--- src/rtl/uart_cmd_parser_pkg.sv ---
// Shared types and constants for the UART command frame parser and the control logic.
// Latency: none (definitions only).
// Backpressure: none (definitions only).
package uart_cmd_pkg;

    typedef enum logic [2:0] {
        S_SYNC    = 3'd0,
        S_CMD     = 3'd1,
        S_LEN     = 3'd2,
        S_PAYLOAD = 3'd3,
        S_CSUM    = 3'd4,
        S_RESP    = 3'd5,
        S_WAIT_TX = 3'd6
    } state_t;

    localparam logic [7:0] SYNC_DEFAULT = 8'hA5;
    localparam logic [7:0] ACK_DEFAULT  = 8'h06;
    localparam logic [7:0] NAK_DEFAULT  = 8'h15;

    // Command codes understood by the robot control logic.
    localparam logic [7:0] CMD_NOP      = 8'h00;
    localparam logic [7:0] CMD_MOVE     = 8'h10;
    localparam logic [7:0] CMD_STOP     = 8'h20;
    localparam logic [7:0] CMD_SET_SPD  = 8'h30;
    localparam logic [7:0] CMD_QUERY    = 8'h40;

    // Return word with byte lane 'lane' replaced by b (lane 0 is bits [7:0]).
    function automatic logic [31:0] put_lane(input logic [31:0] word,
                                             input logic [1:0]  lane,
                                             input logic [7:0]  b);
        logic [31:0] w;
        w = word;
        case (lane)
            2'd0:    w[7:0]   = b;
            2'd1:    w[15:8]  = b;
            2'd2:    w[23:16] = b;
            default: w[31:24] = b;
        endcase
        return w;
    endfunction

endpackage

--- src/rtl/uart_cmd_parser_if.sv ---
// Bundle of UART-side and control-side signals of the command parser.
// Latency: none (wiring only).
// Backpressure: transmitter busy/done pace the response byte; receive side has none.
interface uart_cmd_parser_if;
    logic        i_RX_DV;
    logic [7:0]  i_RX_Byte;
    logic        i_Tx_Active;
    logic        i_Tx_Done;
    logic        o_Tx_DV;
    logic [7:0]  o_Tx_Byte;
    logic        o_Cmd_Valid;
    logic [7:0]  o_Cmd;
    logic [2:0]  o_Len;
    logic [31:0] o_Payload;
    logic        o_Err_Checksum;
    logic        o_Err_Length;
    logic        o_Err_Timeout;
    logic        o_Busy;

    // Environment side: drives the receiver/transmitter status, observes results.
    modport master (
        output i_RX_DV, i_RX_Byte, i_Tx_Active, i_Tx_Done,
        input  o_Tx_DV, o_Tx_Byte, o_Cmd_Valid, o_Cmd, o_Len, o_Payload,
               o_Err_Checksum, o_Err_Length, o_Err_Timeout, o_Busy
    );

    // Parser side.
    modport slave (
        input  i_RX_DV, i_RX_Byte, i_Tx_Active, i_Tx_Done,
        output o_Tx_DV, o_Tx_Byte, o_Cmd_Valid, o_Cmd, o_Len, o_Payload,
               o_Err_Checksum, o_Err_Length, o_Err_Timeout, o_Busy
    );
endinterface

--- src/rtl/uart_cmd_parser_rx_byte_strobe.sv ---
// Turns a level receiver-valid into exactly one registered event per received byte.
// Latency: event and captured byte appear 1 cycle after rx_dv rises.
// Backpressure: none; a byte is taken on every rising edge of rx_dv.
module rx_byte_strobe (
    input  logic       clk,
    input  logic       rst_n,
    input  logic       rx_dv,
    input  logic [7:0] rx_dat,
    output logic       evt,
    output logic [7:0] evt_dat
);

    logic dv_q;

    // Remember last DV level and register its rising edge together with the byte.
    always_ff @(posedge clk or negedge rst_n) begin
        if (!rst_n) begin
            dv_q    <= 1'b0;
            evt     <= 1'b0;
            evt_dat <= 8'h00;
        end else begin
            dv_q <= rx_dv;
            evt  <= rx_dv & ~dv_q;
            if (rx_dv & ~dv_q) begin
                evt_dat <= rx_dat;
            end
        end
    end

endmodule

--- src/rtl/uart_cmd_parser.sv ---
// Assembles SYNC/CMD/LEN/payload/CSUM frames into command strobes and answers ACK or NAK.
// Latency: strobe/errors 1 cycle after the closing byte event; response byte same cycle if tx idle.
// Backpressure: response waits for tx idle; bytes arriving while responding are dropped.
module uart_cmd_parser
    import uart_cmd_pkg::*;
#(
    parameter logic [7:0]  SYNC_BYTE    = SYNC_DEFAULT,
    parameter int          MAX_LEN      = 4,
    parameter logic [15:0] TIMEOUT_CLKS = 16'd50000,
    parameter logic [7:0]  ACK_BYTE     = ACK_DEFAULT,
    parameter logic [7:0]  NAK_BYTE     = NAK_DEFAULT
) (
    input  logic               i_Clock,
    input  logic               i_Reset_n,
    uart_cmd_parser_if.slave   bus
);

    localparam logic [7:0]  MAX_LEN_B = 8'(MAX_LEN);
    localparam logic [15:0] TMO_LAST  = TIMEOUT_CLKS - 16'd1;

    state_t      state;
    state_t      resp_state;
    logic        evt;
    logic [7:0]  evt_dat;
    logic [7:0]  cmd_q;
    logic [7:0]  xor_q;
    logic [2:0]  len_q;
    logic [2:0]  idx_q;
    logic [31:0] pay_q;
    logic [15:0] tmo_cnt;
    logic        timed;
    logic        tmo_hit;

    logic        tx_dv_q;
    logic [7:0]  tx_byte_q;
    logic        valid_q;
    logic [7:0]  cmd_out_q;
    logic [2:0]  len_out_q;
    logic [31:0] pay_out_q;
    logic        err_cs_q;
    logic        err_len_q;
    logic        err_tmo_q;

    rx_byte_strobe u_strobe (
        .clk     (i_Clock),
        .rst_n   (i_Reset_n),
        .rx_dv   (bus.i_RX_DV),
        .rx_dat  (bus.i_RX_Byte),
        .evt     (evt),
        .evt_dat (evt_dat)
    );

    // Only the mid-frame states are subject to the inter-byte idle limit;
    // a byte arriving in the expiry cycle takes precedence over the timeout.
    assign timed   = state inside {S_CMD, S_LEN, S_PAYLOAD, S_CSUM};
    assign tmo_hit = timed && !evt && (tmo_cnt == TMO_LAST);

    // A response is sent immediately when the transmitter is free, otherwise parked in S_RESP.
    assign resp_state = bus.i_Tx_Active ? S_RESP : S_WAIT_TX;

    // Frame parser, idle timer and all registered outputs.
    always_ff @(posedge i_Clock or negedge i_Reset_n) begin
        if (!i_Reset_n) begin
            state     <= S_SYNC;
            cmd_q     <= 8'h00;
            xor_q     <= 8'h00;
            len_q     <= 3'd0;
            idx_q     <= 3'd0;
            pay_q     <= 32'h0;
            tmo_cnt   <= 16'd0;
            tx_dv_q   <= 1'b0;
            tx_byte_q <= 8'h00;
            valid_q   <= 1'b0;
            cmd_out_q <= 8'h00;
            len_out_q <= 3'd0;
            pay_out_q <= 32'h0;
            err_cs_q  <= 1'b0;
            err_len_q <= 1'b0;
            err_tmo_q <= 1'b0;
        end else begin
            tx_dv_q   <= 1'b0;
            valid_q   <= 1'b0;
            err_cs_q  <= 1'b0;
            err_len_q <= 1'b0;
            err_tmo_q <= 1'b0;

            if (evt || !timed) begin
                tmo_cnt <= 16'd0;
            end else begin
                tmo_cnt <= tmo_cnt + 16'd1;
            end

            if (tmo_hit) begin
                err_tmo_q <= 1'b1;
                state     <= S_SYNC;
            end else begin
                case (state)
                    S_SYNC: begin
                        if (evt && evt_dat == SYNC_BYTE) begin
                            state <= S_CMD;
                        end
                    end
                    S_CMD: begin
                        if (evt) begin
                            cmd_q <= evt_dat;
                            xor_q <= evt_dat;
                            pay_q <= 32'h0;
                            idx_q <= 3'd0;
                            state <= S_LEN;
                        end
                    end
                    S_LEN: begin
                        if (evt) begin
                            xor_q <= xor_q ^ evt_dat;
                            if (evt_dat > MAX_LEN_B) begin
                                err_len_q <= 1'b1;
                                tx_byte_q <= NAK_BYTE;
                                tx_dv_q   <= !bus.i_Tx_Active;
                                state     <= resp_state;
                            end else begin
                                len_q <= evt_dat[2:0];
                                state <= (evt_dat == 8'h00) ? S_CSUM : S_PAYLOAD;
                            end
                        end
                    end
                    S_PAYLOAD: begin
                        if (evt) begin
                            pay_q <= put_lane(pay_q, idx_q[1:0], evt_dat);
                            xor_q <= xor_q ^ evt_dat;
                            idx_q <= idx_q + 3'd1;
                            if (idx_q + 3'd1 == len_q) begin
                                state <= S_CSUM;
                            end
                        end
                    end
                    S_CSUM: begin
                        if (evt) begin
                            tx_dv_q <= !bus.i_Tx_Active;
                            state   <= resp_state;
                            if (evt_dat == xor_q) begin
                                cmd_out_q <= cmd_q;
                                len_out_q <= len_q;
                                pay_out_q <= pay_q;
                                valid_q   <= 1'b1;
                                tx_byte_q <= ACK_BYTE;
                            end else begin
                                err_cs_q  <= 1'b1;
                                tx_byte_q <= NAK_BYTE;
                            end
                        end
                    end
                    S_RESP: begin
                        if (!bus.i_Tx_Active) begin
                            tx_dv_q <= 1'b1;
                            state   <= S_WAIT_TX;
                        end
                    end
                    S_WAIT_TX: begin
                        if (bus.i_Tx_Done) begin
                            state <= S_SYNC;
                        end
                    end
                    default: state <= S_SYNC;
                endcase
            end
        end
    end

    assign bus.o_Tx_DV        = tx_dv_q;
    assign bus.o_Tx_Byte      = tx_byte_q;
    assign bus.o_Cmd_Valid    = valid_q;
    assign bus.o_Cmd          = cmd_out_q;
    assign bus.o_Len          = len_out_q;
    assign bus.o_Payload      = pay_out_q;
    assign bus.o_Err_Checksum = err_cs_q;
    assign bus.o_Err_Length   = err_len_q;
    assign bus.o_Err_Timeout  = err_tmo_q;
    assign bus.o_Busy         = (state != S_SYNC);

endmodule

--- src/flat_wrapper.sv ---
// flat-port wrapper written by rule: the top's interface ports become plain ports
module uart_cmd_parser_flat import uart_cmd_pkg::*;
#(
    parameter logic [7:0]  SYNC_BYTE    = SYNC_DEFAULT,
    parameter int          MAX_LEN      = 4,
    parameter logic [15:0] TIMEOUT_CLKS = 16'd50000,
    parameter logic [7:0]  ACK_BYTE     = ACK_DEFAULT,
    parameter logic [7:0]  NAK_BYTE     = NAK_DEFAULT
)
  (i_Clock, i_Reset_n, bus_i_RX_DV, bus_i_RX_Byte, bus_i_Tx_Active, bus_i_Tx_Done, bus_o_Tx_DV, bus_o_Tx_Byte, bus_o_Cmd_Valid, bus_o_Cmd, bus_o_Len, bus_o_Payload, bus_o_Err_Checksum, bus_o_Err_Length, bus_o_Err_Timeout, bus_o_Busy);
  uart_cmd_parser_if bus_i ();
  input  logic i_Clock;
  input  logic i_Reset_n;
  input wire logic [$bits(bus_i.i_RX_DV)-1:0] bus_i_RX_DV;
  input wire logic [$bits(bus_i.i_RX_Byte)-1:0] bus_i_RX_Byte;
  input wire logic [$bits(bus_i.i_Tx_Active)-1:0] bus_i_Tx_Active;
  input wire logic [$bits(bus_i.i_Tx_Done)-1:0] bus_i_Tx_Done;
  output wire logic [$bits(bus_i.o_Tx_DV)-1:0] bus_o_Tx_DV;
  output wire logic [$bits(bus_i.o_Tx_Byte)-1:0] bus_o_Tx_Byte;
  output wire logic [$bits(bus_i.o_Cmd_Valid)-1:0] bus_o_Cmd_Valid;
  output wire logic [$bits(bus_i.o_Cmd)-1:0] bus_o_Cmd;
  output wire logic [$bits(bus_i.o_Len)-1:0] bus_o_Len;
  output wire logic [$bits(bus_i.o_Payload)-1:0] bus_o_Payload;
  output wire logic [$bits(bus_i.o_Err_Checksum)-1:0] bus_o_Err_Checksum;
  output wire logic [$bits(bus_i.o_Err_Length)-1:0] bus_o_Err_Length;
  output wire logic [$bits(bus_i.o_Err_Timeout)-1:0] bus_o_Err_Timeout;
  output wire logic [$bits(bus_i.o_Busy)-1:0] bus_o_Busy;
  assign bus_i.i_RX_DV = bus_i_RX_DV;
  assign bus_i.i_RX_Byte = bus_i_RX_Byte;
  assign bus_i.i_Tx_Active = bus_i_Tx_Active;
  assign bus_i.i_Tx_Done = bus_i_Tx_Done;
  assign bus_o_Tx_DV = bus_i.o_Tx_DV;
  assign bus_o_Tx_Byte = bus_i.o_Tx_Byte;
  assign bus_o_Cmd_Valid = bus_i.o_Cmd_Valid;
  assign bus_o_Cmd = bus_i.o_Cmd;
  assign bus_o_Len = bus_i.o_Len;
  assign bus_o_Payload = bus_i.o_Payload;
  assign bus_o_Err_Checksum = bus_i.o_Err_Checksum;
  assign bus_o_Err_Length = bus_i.o_Err_Length;
  assign bus_o_Err_Timeout = bus_i.o_Err_Timeout;
  assign bus_o_Busy = bus_i.o_Busy;
  uart_cmd_parser #(.SYNC_BYTE(SYNC_BYTE), .MAX_LEN(MAX_LEN), .TIMEOUT_CLKS(TIMEOUT_CLKS), .ACK_BYTE(ACK_BYTE), .NAK_BYTE(NAK_BYTE)) u_core (.i_Clock(i_Clock), .i_Reset_n(i_Reset_n), .bus(bus_i));
endmodule
--- config.mk ---
export PLATFORM = sky130hd
export DESIGN_NAME = uart_cmd_parser_flat
export DESIGN_NICKNAME = d
export VERILOG_FILES = /design/src/rtl/uart_cmd_parser_pkg.sv /design/src/rtl/uart_cmd_parser_if.sv /design/src/rtl/uart_cmd_parser_rx_byte_strobe.sv /design/src/rtl/uart_cmd_parser.sv /design/src/flat_wrapper.sv
export SDC_FILE = /design/constraint.sdc
export NUM_CORES = 1
export LEC_CHECK = 0
export ABC_CLOCK_PERIOD_IN_PS = 2900
export CORE_ASPECT_RATIO = 1.2
export CORE_MARGIN = 3
export CORE_UTILIZATION = 35
export DETAILED_ROUTE_END_ITERATION = 7
export HOLD_SLACK_MARGIN = 0.08
export PLACE_DENSITY_LB_ADDON = 0.15
export SLEW_MARGIN = 25
export SYNTH_ARGS = -nofsm -noshare
export SYNTH_HDL_FRONTEND = slang
export SYNTH_SLANG_ARGS = --single-unit
--- constraint.sdc ---
create_clock -name i_Clock -period 2.9 [get_ports i_Clock]
set_input_delay 0.58 -clock i_Clock [delete_from_list [all_inputs] [get_ports i_Clock]]
set_output_delay 0.58 -clock i_Clock [all_outputs]
set_load 0.05 [all_outputs]
==> run_results.csv <==
group,metric,value,unit
grt,grt_max_degree,57,
power_and_ir_drop,p_leak,3.33,nW
synthesis,synth.distinct_cells,52,
timing,slew_headroom,40.1,%
critical_path,crit_required,2.32,ns
power_and_ir_drop,power_density,774,mW/mm²
routing,routed-via-count,3567,
cts,cts_hold_buf,0,
layout,seq_area,0.00335,mm²
layout,antenna_cells,0,
layout,drive_above_1_share,25.1,%
timing,final-hold-violation-count,0,
cts,post_cts_buffers,0,
cts,numCtsBuffers,17,
status,status,"complete, no violations",
power_and_ir_drop,seqPwrFrac,43.3,%
routing,detail-route-antenna-nets,0,
worst_hold_path,hold_class,"in2async",
routing,initialDrtViolationCount,189,
power_and_ir_drop,p_clk_share,34.9,%
placed_design,dp_hpwl,8130,µm
grt,antenna_found_initial,0,
routing,wl_per_cell,15.5,µm
layout,final_cell_count_no_fill,746,
grt,use_met2,21.9,%
critical_path,worstReg2RegEnd,"u_core.state[0]$_DFFE_PN0P_",
synthesis,synth_warnings,0,
power_and_ir_drop,p_int,3.92,mW
floorplan,dieArea,0.0181,mm²
synthesis,ys_ff_latch,134,
synthesis,synth_top_area_share,58.0,%
critical_path,worstRegToRegCells,6,
critical_path,path_class,"reg2out",
timing,fin_ws,0.192,ns
critical_path,startpoint_type,"register",
timing,worst_pin_slew,0.892,ns
flow_run,maxCapViolations,0,
synthesis,synth_area,0.00578,mm²
grt,met1_usage,18.1,%
timing,max_clock_freq,0.369,GHz
synthesis,synth_flop_cell,"dfrtp_1",
critical_path,crit_slowest_cell,"clkdlybuf4s50_1",
synthesis,yosys-top-cells-area,"dfrtp_1 (58%), mux2_2 (16%), xnor2_1 (2.6%)",
cts,cts_tree,"yes",
grt,grt_busiest_layer,"met2",
timing,setup_viol,0,
placed_design,gp_congestion,0.787,
grt,grt_pass1_wl,19400,µm
layout,multiInputGateArea,0.00227,mm²
timing,post-route-min-period,2.71,ns
power_and_ir_drop,power.share.combinational,21.9,%
floorplan,die_h,147,µm
cts,cts-htree-levels,4,
critical_path,worstPathArrival,2.13,ns
timing,fin_crit_sh,93.4,%
floorplan,fp.coreArea,0.0159,mm²
grt,grt_usage,13.8,%
routing,drc_errors,0,
layout,fillers,1500,
timing,tns,0,ns
synthesis,yosysSeqAreaShare,58.0,%
power_and_ir_drop,switchingPower,1.66,mW
power_and_ir_drop,ir_drop,0.406,mV
layout,area_delta_synth_final,24.7,%
layout,layout_commonest_cell,"dfrtp_1",
layout,layout_common_cells,"dfrtp_1 (134), mux2_2 (84), clkdlybuf4s50_1 (64)",
layout,final_nets,547,
critical_path,cp_cell_sequence,"or3_1, clkdlybuf4s50_1",
cts,cts.repair.resized,0,
floorplan,start_util,36.4,%
grt,use_met3,4.04,%
critical_path,r2r_setup_slack,0.73,ns
floorplan,ios,70,
placed_design,port-buffer-count,65,
grt,grt_pass1_vias,3692,
cts,cts.sinks,134,
placed_design,place_inst,717,
timing,slew_violations,0,
synthesis,avgSynthCellArea,12.8,µm²
synthesis,synthArstFlopShare,100,%
critical_path,critPathCaptureType,"primary output",
cts,path_clk_slew,0.05,ns
critical_path,r2r-start,"u_core.state[1]$_DFFE_PN0P_",
timing,finClkSkew,0.00608,ns
synthesis,synth_top_area_cell,"dfrtp_1",
power_and_ir_drop,switching_share,29.8,%
synthesis,syn_inst,451,
floorplan,fp.dieW,123,µm
timing,rsz0062_at_grt,"no",
placed_design,pre_cts_slack,0.639,ns
routing,wl,11600,µm
synthesis,synth_edf_count,0,
cts,clk_path_buf_depth,2,
cts,cts.root.buffer_cell,"clkbuf_16",
routing,viasPerCell,4.78,
critical_path,crit_fanout,14,
critical_path,max_stage_delay,0.74,ns
grt,gr-total-overflow,0,
floorplan,rows,50,
routing,drt_pass1_iterations,4,
cts,clock_latency,0.41,ns
## power by group through the flow
stage / Clock [mW] / Combinational, mW / Sequential [mW]
4_1_cts: 2.00 / 1.24 / 2.42
6_report: 1.95 / 1.22 / 2.41
3_5_place_dp: 0 / 1.23 / 2.45
5_1_grt: 2.08 / 1.34 / 2.46
3_3_place_gp: 0 / 1.20 / 2.43
2_1_floorplan: 0 / 0.899 / 2.42
## synthesized netlist by cell type (all sizes together) (3+ instances only)
| cell type | number |
|---|---|
| a21oi | 5 |
| o21ai | 11 |
| nand3 | 9 |
| and2 | 7 |
| nor2b | 4 |
| mux2 | 91 |
| nand2 | 34 |
| inv | 14 |
| dfrtp | 134 |
| nand4 | 7 |
| nand2b | 3 |
| nor3 | 6 |
| buf | 16 |
| xor2 | 17 |
| clkbuf | 6 |
| ha | 6 |
| mux2i | 4 |
| or3 | 3 |
| xnor2 | 17 |
| nor2 | 28 |
## per-stage QoR
stage          cell area [µm²]  total power, mW  utilization [%]  hold slack [ns]
2_1_floorplan             5790             3.32                -            0.284
3_3_place_gp              6680             3.64             42.0            0.457
3_5_place_dp              6680             3.68             42.0            0.465
4_1_cts                   7210             5.65             45.4            0.144
5_1_grt                   7210             5.89             45.4            0.162
6_report                  7210             5.58             45.4            0.131
## state kept, by name (all words and copies together) (netlist names)
register,flops
u_core.bus.o_Cmd,8
u_core.bus.o_Err_Checksum,1
u_core.bus.o_Tx_Byte,3
u_core.len_q,3
u_core.tmo_cnt,16
u_core.bus.o_Err_Length,1
u_core.bus.o_Cmd_Valid,1
u_core.bus.o_Len,3
u_core.xor_q,8
u_core.pay_q,32
u_core.idx_q,3
u_core.u_strobe.evt,1
u_core.bus.o_Tx_DV,1
u_core.bus.o_Payload,32
u_core.u_strobe.dv_q,1
u_core.u_strobe.evt_dat,8
u_core.cmd_q,8
u_core.bus.o_Err_Timeout,1
u_core.state,3
## logic make-up (layout without fill, tap and decap cells)
| family | Yosys count | in the layout | synth area share (%) |
|---|---|---|---|
| AOI/OAI and AO/OA | 28 | 28 | 3.22 |
| other | 1 | 4 | 0.0649 |
| muxes | 95 | 95 | 18.4 |
| and+or+nand+nor | 117 | 117 | 10.9 |
| buffers and inverters | 36 | 120 | 2.94 |
| xor gates and xnor gates | 34 | 34 | 5.15 |
| DFF | 134 | 134 | 58.0 |
| adders and majority gates | 6 | 6 | 1.30 |
## critical path: cells and delay by family (launching register included)
kind,cells,cell delay [ns]
buffers and inverters,1,0.74
DFF,1,0.51
and+or+nand+nor,1,0.47
## cell type report
class	count	area share (%)
Timing Repair Buffer	77	10.3
Tap cell	208	3.61
Clock buffer	24	6.68
Clock inverter	5	0.694
Inverter	14	0.729
Multi-Input combinational cell	284	31.5
Sequential cell	134	46.5
## how the worst max path moves through the flow
stage | slack, ns | from | cells after the start | endpoint
final | 0.19 | u_core.state[0]$_DFFE_PN0P_ | 2 | bus_o_Busy
after global routing | 0.11 | u_core.state[0]$_DFFE_PN0P_ | 2 | bus_o_Busy
after CTS | 0.18 | u_core.state[0]$_DFFE_PN0P_ | 2 | bus_o_Busy
after detailed placement | 0.64 | u_core.state[0]$_DFFE_PN0P_ | 2 | bus_o_Busy
after global placement | 0.66 | u_core.state[0]$_DFFE_PN0P_ | 2 | bus_o_Busy
after floorplan | 0.93 | u_core.state[1]$_DFFE_PN0P_ | 6 | u_core.state[0]$_DFFE_PN0P_
## layer usage
| layer | share of wire (%) | routed length (µm) | vias to the layer above |
|---|---|---|---|
| li1 | - | - | 1689 |
| met5 | 0 | 0 | - |
| met2 | 49 | 5650 | 74 |
| met3 | 4.0 | 465 | 14 |
| met4 | 1.6 | 184 | 0 |
| met1 | 46 | 5280 | 1790 |
Power figures use the tool's default switching activity.
